### src/rtl/decode_exec_pipe_reg.sv
// decode_exec_pipe_reg: decode->exec pipeline register with valid/ready
// handshake, flush, sticky halt and in-register operand forwarding, so a
// held instruction's source operands track younger writebacks while exec
// stalls.
//
// Optional feature: define SKID_BUFFER_EN to add a second (skid) entry and
// make dec_ready a registered output, cutting the exe_ready->dec_ready path.
// Without the macro the register holds a single entry.
module decode_exec_pipe_reg #(
    parameter int WORD_W   = 32,
    parameter int REG_W    = 5,
    parameter int CTRL_W   = 16,
    parameter int HALT_BIT = 15,
    parameter int FWD_SRCS = 2
) (
    input  logic                       CLK,
    input  logic                       RST,
    input  logic                       flush,
    input  logic                       dec_valid,
    output logic                       dec_ready,
    input  logic [WORD_W-1:0]          dec_in1,
    input  logic [WORD_W-1:0]          dec_in2,
    input  logic [WORD_W-1:0]          dec_store,
    input  logic [REG_W-1:0]           dec_rs,
    input  logic [REG_W-1:0]           dec_rt,
    input  logic                       dec_use_rs,
    input  logic                       dec_use_rt,
    input  logic [REG_W-1:0]           dec_wsel,
    input  logic [CTRL_W-1:0]          dec_ctrl,
    input  logic [WORD_W-1:0]          dec_npc,
    input  logic [WORD_W-1:0]          dec_tgt,
    input  logic [FWD_SRCS-1:0]        fwd_valid,
    input  logic [FWD_SRCS*REG_W-1:0]  fwd_wsel,
    input  logic [FWD_SRCS*WORD_W-1:0] fwd_wdat,
    output logic                       exe_valid,
    input  logic                       exe_ready,
    output logic [WORD_W-1:0]          exe_in1,
    output logic [WORD_W-1:0]          exe_in2,
    output logic [WORD_W-1:0]          exe_store,
    output logic [REG_W-1:0]           exe_rs,
    output logic [REG_W-1:0]           exe_rt,
    output logic [REG_W-1:0]           exe_wsel,
    output logic [CTRL_W-1:0]          exe_ctrl,
    output logic [WORD_W-1:0]          exe_npc,
    output logic [WORD_W-1:0]          exe_tgt,
    output logic                       halted
);

    typedef struct packed {
        logic [WORD_W-1:0] in1;
        logic [WORD_W-1:0] in2;
        logic [WORD_W-1:0] store;
        logic [REG_W-1:0]  rs;
        logic [REG_W-1:0]  rt;
        logic              use_rs;
        logic              use_rt;
        logic [REG_W-1:0]  wsel;
        logic [CTRL_W-1:0] ctrl;
        logic [WORD_W-1:0] npc;
        logic [WORD_W-1:0] tgt;
    } entry_t;

    // Lowest-index matching source wins; register 0 is hard-wired and never forwarded.
    function automatic logic [WORD_W-1:0] fwd_val(input logic [REG_W-1:0]  r,
                                                  input logic [WORD_W-1:0] v);
        logic [WORD_W-1:0] res;
        res = v;
        for (int i = FWD_SRCS - 1; i >= 0; i--) begin
            if (fwd_valid[i] && (fwd_wsel[i*REG_W +: REG_W] == r) && (r != '0)) begin
                res = fwd_wdat[i*WORD_W +: WORD_W];
            end
        end
        return res;
    endfunction

    // Refresh the register-sourced operands of an entry; ctrl/wsel/npc/tgt stay frozen.
    function automatic entry_t fwd_entry(input entry_t e);
        entry_t r;
        r       = e;
        r.in1   = e.use_rs ? fwd_val(e.rs, e.in1) : e.in1;
        r.in2   = e.use_rt ? fwd_val(e.rt, e.in2) : e.in2;
        r.store = fwd_val(e.rt, e.store);
        return r;
    endfunction

    entry_t dec_entry;
    entry_t main_q, main_d;
    logic   main_v_q, main_v_d;
    logic   halted_q, halted_d;
    logic   accept, consume;

    // Pack the decode-side fields into one entry.
    always_comb begin
        dec_entry = '{in1: dec_in1, in2: dec_in2, store: dec_store,
                      rs: dec_rs, rt: dec_rt, use_rs: dec_use_rs, use_rt: dec_use_rt,
                      wsel: dec_wsel, ctrl: dec_ctrl, npc: dec_npc, tgt: dec_tgt};
    end

    assign accept  = dec_valid && dec_ready;
    assign consume = main_v_q && exe_ready;

`ifdef SKID_BUFFER_EN
    entry_t skid_q, skid_d;
    logic   skid_v_q, skid_v_d;
    logic   ready_q, ready_d;

    assign dec_ready = ready_q;

    // Next state for main + skid entries; order is main first, skid second.
    always_comb begin
        // NOTE: every output gets a default first so no path leaves it unassigned (no latch).
        main_d   = main_q;
        main_v_d = main_v_q;
        skid_d   = skid_q;
        skid_v_d = skid_v_q;
        halted_d = halted_q;
        if (flush) begin
            main_v_d = 1'b0;
            skid_v_d = 1'b0;
        end else begin
            if (skid_v_q) begin
                skid_d = fwd_entry(skid_q);
            end
            if (consume) begin
                if (skid_v_q) begin
                    main_d   = fwd_entry(skid_q);
                    skid_v_d = 1'b0;
                end else if (accept) begin
                    main_d = fwd_entry(dec_entry);
                end else begin
                    main_v_d = 1'b0;
                end
            end else if (accept) begin
                if (main_v_q) begin
                    main_d   = fwd_entry(main_q);
                    skid_d   = fwd_entry(dec_entry);
                    skid_v_d = 1'b1;
                end else begin
                    main_d   = fwd_entry(dec_entry);
                    main_v_d = 1'b1;
                end
            end else if (main_v_q) begin
                main_d = fwd_entry(main_q);
            end
            // A flushed accept never reaches exec, so it cannot halt the pipe.
            if (accept) begin
                halted_d = halted_q | dec_ctrl[HALT_BIT];
            end
        end
        ready_d = !halted_d && !skid_v_d;
    end
`else
    assign dec_ready = !halted_q && (!main_v_q || exe_ready);

    // Next state for the single entry: flush, then accept, consume, or hold+forward.
    always_comb begin
        // NOTE: every output gets a default first so no path leaves it unassigned (no latch).
        main_d   = main_q;
        main_v_d = main_v_q;
        halted_d = halted_q;
        if (flush) begin
            main_v_d = 1'b0;
        end else if (accept) begin
            main_d   = fwd_entry(dec_entry);
            main_v_d = 1'b1;
            halted_d = halted_q | dec_ctrl[HALT_BIT];
        end else if (consume) begin
            main_v_d = 1'b0;
        end else if (main_v_q) begin
            main_d = fwd_entry(main_q);
        end
    end
`endif

    // State register with synchronous reset.
    always_ff @(posedge CLK) begin
        // NOTE: state uses non-blocking assignments so every register samples pre-edge values.
        if (RST) begin
            // NOTE: the payload is reset too because exec observes it as all-zero after reset.
            main_q   <= '0;
            main_v_q <= 1'b0;
            halted_q <= 1'b0;
`ifdef SKID_BUFFER_EN
            skid_q   <= '0;
            skid_v_q <= 1'b0;
            ready_q  <= 1'b1;
`endif
        end else begin
            main_q   <= main_d;
            main_v_q <= main_v_d;
            halted_q <= halted_d;
`ifdef SKID_BUFFER_EN
            skid_q   <= skid_d;
            skid_v_q <= skid_v_d;
            ready_q  <= ready_d;
`endif
        end
    end

    assign exe_valid = main_v_q;
    assign exe_in1   = main_q.in1;
    assign exe_in2   = main_q.in2;
    assign exe_store = main_q.store;
    assign exe_rs    = main_q.rs;
    assign exe_rt    = main_q.rt;
    assign exe_wsel  = main_q.wsel;
    assign exe_ctrl  = main_q.ctrl;
    assign exe_npc   = main_q.npc;
    assign exe_tgt   = main_q.tgt;
    assign halted    = halted_q;

endmodule

### config.mk
export PLATFORM = sky130hd
export DESIGN_NAME = decode_exec_pipe_reg
export DESIGN_NICKNAME = d
export VERILOG_FILES = /design/src/rtl/decode_exec_pipe_reg.sv
export SDC_FILE = /design/constraint.sdc
export NUM_CORES = 1
export LEC_CHECK = 0
export ABC_AREA = 1
export CAP_MARGIN = 5
export CORE_AREA = 2 2 170 214
export CTS_CLUSTER_SIZE = 10
export DETAILED_ROUTE_END_ITERATION = 6
export DIE_AREA = 0 0 172 216
export GPL_ROUTABILITY_DRIVEN = 0
export PLACE_DENSITY_LB_ADDON = 0.2
export SYNTH_ARGS = -nofsm -noshare
export SYNTH_HDL_FRONTEND = slang
export SYNTH_SLANG_ARGS = --single-unit
### constraint.sdc
create_clock -name CLK -period 2.6 [get_ports CLK]
set_input_delay 0.52 -clock CLK [delete_from_list [all_inputs] [get_ports CLK]]
set_output_delay 0.52 -clock CLK [all_outputs]
set_load 0.01 [all_outputs]
==> impl_metrics.env <==
export IMPL_fin_ws_ns=0.210
export IMPL_max_freq_ghz=0.418
export IMPL_grt_pass1_vias=15200
export IMPL_yosysWarnings=0
export IMPL_grt_pass1_wl_mm=84.1
export IMPL_cp_start_kind="primary input"
export IMPL_routedWlPerCell_um=17.8
export IMPL_max_slew_margin_pct=67.9
export IMPL_ff2ff_setup_slack_ns=0.72
export IMPL_synthFlopType="dfxtp_1"
export IMPL_max_stage_delay_ns=0.59
export IMPL_cts_sinks=195
export IMPL_crit_buf_inv=4
export IMPL_drt_iter0_markers=1296
export IMPL_maxCapViolations=0
export IMPL_ctsResizeCount=0
export IMPL_slew_violations=0
export IMPL_syn_avg_cell_area_um2=5.83
export IMPL_final_common_cell="nand2_1"
export IMPL_grt_use_total_pct=29.4
export IMPL_fin_setup_tns_ns=0
export IMPL_vias=15900
export IMPL_htreeDepth=4
export IMPL_die_w_um=172
export IMPL_ys_types=32
export IMPL_status="finished, final reports clean"
export IMPL_drive_above_1_share_pct=6.89
export IMPL_synth_area_leaders="dfxtp_1 (27%), nand2_1 (21%), nor2_1 (13%)"
export IMPL_crit_chain="clkdlybuf4s50_1, inv_1, nand2_1, inv_2, nor2_2, clkdlybuf4s50_1"
export IMPL_tightest_slew_ns=0.481
export IMPL_end_kind="primary output"
export IMPL_overflow=0
export IMPL_grt_max_degree=97
export IMPL_p_leak_nw=8.91
export IMPL_mostFrequentLayoutCells="nand2_1 (787), nor2_1 (476), clkdlybuf4s50_1 (465)"
export IMPL_grt_antenna_before_repair=17
export IMPL_hold_slack_ns=0.380
export IMPL_clkTransAtPathRegs_ns=0.08
export IMPL_place_ws_ns=0.0589
export IMPL_hold_viol=0
export IMPL_async_flop_share_pct=0
export IMPL_synth_seq_cells=195
export IMPL_fin_nets=2930
export IMPL_post_cts_buffers=0
export IMPL_rows=77
export IMPL_worstPathMaxFanout=2
export IMPL_critPathArrivalTime_ns=1.87
export IMPL_synth_nets=2724
export IMPL_seq_area_frac_synth_pct=27.3
export IMPL_fillers=3501
export IMPL_period_minus_slack_ns=2.39
export IMPL_via_per_inst=5.04
export IMPL_crit_type="primary input to primary output"
export IMPL_port_buffers=467
export IMPL_cts_root_buffer="clkbuf_16"
export IMPL_cts_buffers=17
export IMPL_worstSkewPairLatency_ns=0.46
export IMPL_ctsHoldBuffers=0
export IMPL_fin_worst_skew_ns=0.0135
export IMPL_setup_viol=0
export IMPL_routed_wl_mm=56.0
export IMPL_multiInputGateArea_um2=7560
export IMPL_min_period_over_period_pct=91.9
export IMPL_initial_utilization_pct=40.7
export IMPL_powerDensity_nw_per_um2=450
export IMPL_synth_area_leader_cell="dfxtp_1"
export IMPL_rsz0062_at_grt="no"
export IMPL_critPathSlowestCell="clkdlybuf4s50_1"
export IMPL_regArea_um2=3900
export IMPL_drt_pass1_iter_count=7
export IMPL_detailed_place_hpwl_mm=41.3
export IMPL_detail_route_antenna_nets=0
export IMPL_ir_drop_v=0.000388
export IMPL_synth_cells=2450
export IMPL_chipHeight_um=216
export IMPL_required_ns=2.08
export IMPL_synth_edf_count=0
export IMPL_yosysTopAreaCellShare_pct=27.3
export IMPL_cp_top_family="buffers and inverters"
export IMPL_area_growth_pct=31.3
export IMPL_dieArea_um2=37200
export IMPL_drc=0
export IMPL_ios=468
export IMPL_min_path_type="primary input to flop"
export IMPL_coreArea_um2=35100
export IMPL_syn_area_um2=14300
export IMPL_cts_tree="yes"
export IMPL_path_common_cell="clkdlybuf4s50_1"
export IMPL_clock_path_buffers=2
-- power breakdown --
part           switching, mW  internal [mW]  leakage (nW)
combinational           1.29           1.12          7.02
clock                   1.45           1.30         0.284
sequential             0.113           3.17          1.60
-- state kept, by name, summed over array words and instances (netlist names) --
register,cells
exe_ctrl,16
exe_in1,32
exe_in2,32
exe_npc,32
exe_rs,5
exe_rt,5
exe_store,32
exe_tgt,32
exe_valid,1
exe_wsel,5
halted,1
main_q,2
-- per-layer routing --
| layer | vias to the layer above | wire, µm | track usage (%) |
|---|---|---|---|
| li1 | 7791 | - | - |
| met1 | 7168 | 20200 | 31.2 |
| met2 | 740 | 26600 | 49.0 |
| met3 | 191 | 4890 | 8.71 |
| met4 | 14 | 4240 | 21.9 |
| met5 | - | 97 | 0 |
-- logic make-up (layout without fill, tap and decap cells) --
logic type                after synthesis  count (layout)  synth area share (%)
and+or+nand+nor                      1426            1426                  40.5
xor gates and xnor gates                7               7                 0.429
buffers and inverters                 507             726                  19.9
DFF                                   195             195                  27.3
other                                   0              10                     0
AOI/OAI and AO/OA                     315             315                  11.9
-- cells in the mapped netlist, types with 2 or more instances --
cell	count
o21ai_0	128
nand2_4	3
nor2_1	477
o21ai_1	4
xor2_1	2
nor2_2	5
a21oi_1	152
inv_1	157
buf_1	8
nand2_1	788
buf_6	14
buf_4	201
a21oi_2	28
nor2_4	2
nand2_2	5
clkbuf_1	60
nand3_2	31
buf_2	47
inv_2	16
xnor2_1	5
nand3_1	109
nand4_1	4
dfxtp_1	195
-- worst paths after layout --
path / startpoint / end / cells after the start
worst min-delay path: RST / exe_valid / 4
worst max-delay path: exe_ready / dec_ready / 6
worst min register to register: main_q[85] / main_q[85] / 2
worst max register to register: exe_rt[4] / exe_in2[10] / 11
-- layout make-up --
cell class / instances / share of cell area (%)
Timing Repair Buffer: 520 / 28.9
Clock inverter: 14 / 0.861
Clock buffer: 18 / 2.29
Inverter: 174 / 3.50
Sequential cell: 195 / 20.8
Antenna cell: 10 / 0.133
Tap cell: 474 / 3.16
Multi-Input combinational cell: 1748 / 40.3
-- worst reg2reg max path, cell delays in order, from the launching register on --
cell and delay, ns:
dfxtp_1 0.44, inv_1 0.13, nand2_1 0.09, nand3_1 0.07, nor2_1 0.13, nand2_2 0.12, inv_2 0.17, buf_4 0.19
nor2_1 0.05, nor2_1 0.21, nor2_1 0.10, a21oi_2 0.14
-- stage by stage --
| step | utilization (%) | instances | power (mW) | cell area [µm²] |
|---|---|---|---|---|
| final | 53.5 | 3153 | 8.45 | 18800 |
| after global routing | 53.5 | 3150 | 8.87 | 18700 |
| after CTS | 53.4 | 3143 | 8.51 | 18700 |
| after detailed placement | 51.7 | 3111 | 5.74 | 18100 |
| after global placement | 51.7 | 3111 | 5.71 | 18100 |
| after floorplan | - | 2450 | 4.71 | 14300 |
Note: power is estimated with default switching activity, not from simulation.
